**src/rtl/ghash_ctrl.sv**
```systemverilog
// GHASH sequencing controller for AES-GCM.
// Feeds X^block and H to an external 3-cycle GF(2^128) multiplier, folds each
// product back into X, then appends the len(A)||len(C) block and emits GHASH.
module ghash_ctrl (
  input  logic         clk,
  input  logic         rst,
  input  logic         start,
  input  logic [127:0] h_key,
  input  logic [63:0]  len_a,
  input  logic [63:0]  len_c,
  input  logic [127:0] din,
  input  logic         din_valid,
  input  logic         din_last,
  output logic         din_ready,
  output logic [127:0] mul_a,
  output logic [127:0] mul_b,
  output logic         mul_vld,
  input  logic [127:0] mul_res,
  input  logic         mul_res_vld,
  output logic [127:0] ghash,
  output logic         ghash_vld,
  output logic         busy,
  output logic [31:0]  blk_cnt
);

  typedef enum logic [2:0] {
    S_IDLE,
    S_DATA,
    S_WAIT,
    S_LEN,
    S_WAIT_LEN
  } state_t;

  state_t         state, state_nxt;
  logic [127:0]   h_q;
  logic [63:0]    la_q, lc_q;
  logic [127:0]   x_q;
  logic           last_q;
  logic [127:0]   ghash_q;
  logic           hs;

  // State register
  always_ff @(posedge clk) begin
    if (rst) state <= S_IDLE;
    else     state <= state_nxt;
  end

  // Next-state and combinational outputs
  always_comb begin
    state_nxt = state;
    din_ready = 1'b0;
    ghash_vld = 1'b0;
    busy      = (state != S_IDLE);
    case (state)
      S_IDLE: begin
        if (start)
          state_nxt = (len_a == 64'd0 && len_c == 64'd0) ? S_LEN : S_DATA;
      end
      S_DATA: begin
        din_ready = 1'b1;
        if (din_valid) state_nxt = S_WAIT;
      end
      S_WAIT: begin
        if (mul_res_vld) state_nxt = last_q ? S_LEN : S_DATA;
      end
      S_LEN: begin
        state_nxt = S_WAIT_LEN;
      end
      S_WAIT_LEN: begin
        if (mul_res_vld) begin
          ghash_vld = 1'b1;
          state_nxt = S_IDLE;
        end
      end
      default: state_nxt = S_IDLE;
    endcase
  end

  assign hs = din_ready & din_valid;

  // The final product is bypassed onto ghash during the pulse so the
  // consumer sees the new value in the same cycle as ghash_vld; the
  // register then holds it until the next completion.
  assign ghash = ghash_vld ? mul_res : ghash_q;

  // Datapath: key/length latch, accumulator, operand issue, block count
  always_ff @(posedge clk) begin
    if (rst) begin
      h_q     <= '0;
      la_q    <= '0;
      lc_q    <= '0;
      x_q     <= '0;
      last_q  <= 1'b0;
      mul_a   <= '0;
      mul_b   <= '0;
      mul_vld <= 1'b0;
      ghash_q <= '0;
      blk_cnt <= '0;
    end else begin
      mul_vld <= 1'b0;
      case (state)
        S_IDLE: begin
          if (start) begin
            h_q     <= h_key;
            la_q    <= len_a;
            lc_q    <= len_c;
            x_q     <= '0;
            blk_cnt <= '0;
          end
        end
        S_DATA: begin
          if (hs) begin
            mul_a   <= x_q ^ din;
            mul_b   <= h_q;
            mul_vld <= 1'b1;
            last_q  <= din_last;
            blk_cnt <= blk_cnt + 32'd1;
          end
        end
        S_WAIT: begin
          if (mul_res_vld) x_q <= mul_res;
        end
        S_LEN: begin
          mul_a   <= x_q ^ {la_q, lc_q};
          mul_b   <= h_q;
          mul_vld <= 1'b1;
        end
        S_WAIT_LEN: begin
          if (mul_res_vld) ghash_q <= mul_res;
        end
        default: ;
      endcase
    end
  end

endmodule

```
**config.mk**
```make
export PLATFORM = sky130hd
export DESIGN_NAME = ghash_ctrl
export DESIGN_NICKNAME = d
export VERILOG_FILES = /design/src/rtl/ghash_ctrl.sv
export SDC_FILE = /design/constraint.sdc
export NUM_CORES = 2
export LEC_CHECK = 0
export BUFFER_PORTS_ARGS = -buffer_cell sky130_fd_sc_hd__buf_2
export CORE_AREA = 2 2 369 371
export CTS_CLUSTER_SIZE = 24
export DETAILED_ROUTE_END_ITERATION = 8
export DIE_AREA = 0 0 371 373
export PLACE_DENSITY_LB_ADDON = 0.3
export SYNTH_ARGS = -nofsm -noshare
export SYNTH_HDL_FRONTEND = slang
export SYNTH_SLANG_ARGS = --single-unit
```
**constraint.sdc**
```tcl
create_clock -name clk -period 3 [get_ports clk]
set_clock_uncertainty 0.1 [all_clocks]
set_input_delay 0.6 -clock clk [delete_from_list [all_inputs] [get_ports clk]]
set_output_delay 0.6 -clock clk [all_outputs]
set_load 0.01 [all_outputs]
```
==> impl_metrics.csv <==
group,metric,value,unit
routing,drt-total-wl,141,mm
timing,setup_tns,0,ns
place,place_hpwl,103,mm
pwr,p_sw,6.86,mW
logic_synthesis,synthXorXnorAreaFrac,4.25,%
run,drv_cap,0,
status,status,"finished clean",
logic_synthesis,synth_cells,3578,
routing,num_vias,28900,
logic_synthesis,synthSimpleGateAreaFrac,19.3,%
pwr,power.leakage,18.5,nW
pwr,power_frac_comb,11.1,%
clocking,clk_pin_slew_worst_paths,0.06,ns
logic_synthesis,netlist.area_leader.share,52.1,%
logic_synthesis,yosysSeqAreaShare,52.1,%
pwr,power.total,25.8,mW
global_routing,grt_pass1_wl,196,mm
logic_synthesis,synth_top_family_by_area,"simple AND/OR/NAND/NOR gates",
timing,report.final.slew_viol_count,0,
clocking,cts_htree_levels,3,
clocking,cts_buffers,93,
routing,via_per_inst,4.50,
logic_synthesis,yosysWarnings,0,
pwr,switching_share,26.6,%
clocking,cts_tree,"done",
routing,postRouteAntennaNets,0,
clocking,cts_root_buf,"clkbuf_16",
floorplan,die_y,373,µm
pwr,clockPowerShare,45.1,%
clocking,cts_buffer_depth,3,
logic_synthesis,synth_area_leaders,"dfxtp_1 (52%), nand2_1 (13%), a21oi_1 (8.4%), mux2_2 (4.7%), mux2i_1 (4.2%)",
setup_path,cp_cell_sequence,"nor2_4, and3_4, buf_12, buf_16, mux2_2, buf_2",
timing,setup_viol,0,
timing,hold_viol,0,
global_routing,overflow,0,
logic_synthesis,ys_seq_elements,805,
routing,firstDrtPassIters,6,
final_layout,final_area,43200,µm²
timing,period_share,99.5,%
routing,drtIter0Drc,1948,
final_layout,area_growth,39.7,%
pwr,p_int,18.9,mW
global_routing,grt_pass1_vias,27200,
floorplan,die_w,371,µm
pwr,vdd_drop_max,0.544,mV
setup_path,cp_slowest_stage_delay,0.37,ns
place,dpl.cell_count,6126,
final_layout,num-fill-cells,14300,
global_routing,track_usage,19.4,%
clocking,clk_latency,0.69,ns
setup_path,startpoint_type,"flip-flop",
min_path,hold_class,"primary input to flip-flop",
place,dpl_cell_area,38000,µm²
pwr,seq_power_share,43.9,%
floorplan,row_count,135,
final_layout,drive_gt1_share,28.9,%
logic_synthesis,syn-cell-area,30900,µm²
floorplan,num_io_pins,938,
pwr,powerDensity,597,nW/µm²
global_routing,grt_max_degree,119,
global_routing,antenna_found_initial,46,
timing,slew_headroom,29.2,%
setup_path,slowest_stage,"dfxtp_4",
logic_synthesis,synth_area_per_cell,8.64,µm²
clocking,numClockSinks,805,
place,place_congestion,0.884,
timing,worst_pin_slew,1.05,ns
logic_synthesis,synthMuxAreaShare,8.90,%
final_layout,fin_nets,5072,
routing,drc_errors,0,
setup_path,crit_path_max_fanout,11,
setup_path,critPathRequiredTime,2.30,ns
final_layout,regArea,16100,µm²
place,portBuffers,937,
logic_synthesis,synth_nets,4097,
logic_synthesis,synth.distinct_cells,37,
timing,rsz0062_at_grt,"yes",
logic_synthesis,yosysTopAreaCell,"dfxtp_1",
timing,fmax,335,MHz
setup_path,arrival,2.28,ns
floorplan,die-area,138000,µm²
final_layout,stdcell_count,6421,
logic_synthesis,synth_fa_ha_area_share,0.0405,%
setup_path,end_kind,"output pin",
routing,wl_per_cell,22.0,µm
setup_path,crit_type,"flip-flop to output pin",
timing,period_needed,2.98,ns
logic_synthesis,synth_compound_area_share,11.8,%
floorplan,core,135000,µm²
floorplan,initial_utilization,23.0,%
final_layout,multi_input_area,14100,µm²
[cell families after synthesis]
group | after synthesis
mux | 259
compound gates | 663
buf+inv | 273
flops | 805
xor+xnor | 150
fa+ha+maj | 1
simple gates | 1427
[flip-flops by register name, summed over array words and instances, names as in the netlist]
name and cells:
last_q 1, la_q 64, blk_cnt 32, h_q 128, mul_b 128, mul_a 128
mul_vld 1, x_q 128, ghash_q 128, state 3, lc_q 64
[per-stage QoR]
step	util [%]	setup slack (ns)	hold slack (ns)
finish	32.1	0.0151	0.0690
global route	32.1	-0.0784	0.0106
CTS	31.9	-0.0950	0.000194
detailed placement	28.2	-0.382	0.340
global placement	28.2	-0.420	0.335
floorplan	-	0.751	0.332
[cell usage in the layout (no fill, tap or decap), types with 4 or more instances in the layout]
cell type | netlist | final
nor2_1 | 165 | 162
clkinv_8 | 0 | 4
dlygate4sd3_1 | 0 | 96
clkbuf_1 | 191 | 22
clkbuf_8 | 0 | 23
buf_8 | 0 | 5
nand4_1 | 20 | 20
bufinv_16 | 0 | 5
or4_1 | 4 | 4
or3_1 | 5 | 5
mux2_4 | 0 | 87
nand2_1 | 1036 | 1034
a21oi_1 | 521 | 521
clkinv_2 | 0 | 10
a22oi_1 | 129 | 129
buf_2 | 63 | 878
o21ai_0 | 9 | 9
buf_16 | 0 | 7
xnor2_1 | 130 | 130
nor2b_1 | 129 | 129
nand3_1 | 10 | 10
mux2i_1 | 131 | 131
clkbuf_16 | 0 | 97
inv_1 | 7 | 7
buf_12 | 0 | 40
mux2_2 | 128 | 41
xor2_1 | 20 | 20
nor4_1 | 34 | 34
buf_6 | 1 | 60
dfxtp_1 | 805 | 802
diode_2 | 0 | 16
buf_4 | 2 | 57
[power by group through the flow]
stage,Sequential [mW],Combinational [mW],Clock (mW)
floorplan,11.5,1.26,0
global placement,11.5,2.73,0
detailed placement,11.6,2.75,0
CTS,11.3,2.90,12.0
global route,11.4,3.10,12.3
finish,11.3,2.85,11.6
[worst paths after layout]
check / start / endpoint / slack [ns] / depth (start not counted)
setup / recovery: state[1] / ghash[36] / 0.02 / 6
hold / removal: h_key[23] / h_q[23] / 0.07 / 3
setup reg to reg: state[1] / mul_a[105] / 0.50 / 8
hold reg to reg: h_q[72] / mul_b[72] / 0.34 / 2
[area by class of cell]
cell class | count | share of cell area, %
diodes | 16 | 0.0927
inverters | 7 | 0.0608
clock buffers | 139 | 6.37
clock inverters | 27 | 0.820
flip-flops and latches | 805 | 37.3
well taps | 1781 | 5.16
repair buffers | 1146 | 17.6
multi-input cells | 2500 | 32.6
[per-layer routing]
| layer | wire length (µm) | GRT usage, % |
|---|---|---|
| met3 | 8950 | 4.34 |
| met4 | 4390 | 6.39 |
| met2 | 66500 | 31.7 |
| met5 | 197 | 0 |
| met1 | 61400 | 25.1 |
[Yosys cell counts (all sizes together)]
cell type  number
nand2        1036
dfxtp         805
a21oi         521
clkbuf        191
nor2          165
mux2i         131
xnor2         130
a22oi         129
nor2b         129
mux2          128
buf            75
nor4           34
nand4          20
xor2           20
nand3          12
o21ai           9
inv             7
or3             5
and4            4
nor3            4
or4             4
and3            3
nand2b          3
nand3b          3
o31ai           3
a22o            1
and2            1
and4b           1
and4bb          1
ha              1
nor3b           1
or2             1
[worst max-delay path: cells and delay by family (launching register included)]
kind                   cells  cell delay (ns)
AND/OR/NAND/NOR            2             0.33
buffers and inverters      3             0.52
flip-flops                 1             0.37
multiplexers               1             0.35
[what timing repair did]
| action | CTS | global route |
|---|---|---|
| gates cloned | 5 | 3 |
| setup endpoints to repair | 129 | 126 |
| hold endpoints to repair | 96 | 0 |
| buffers inserted | 12 | 1 |
| hold buffers | 96 | 0 |
| resized for setup | 137 | 57 |
| pin swaps | 1 | 1 |
(Power assumes the default switching activity.)
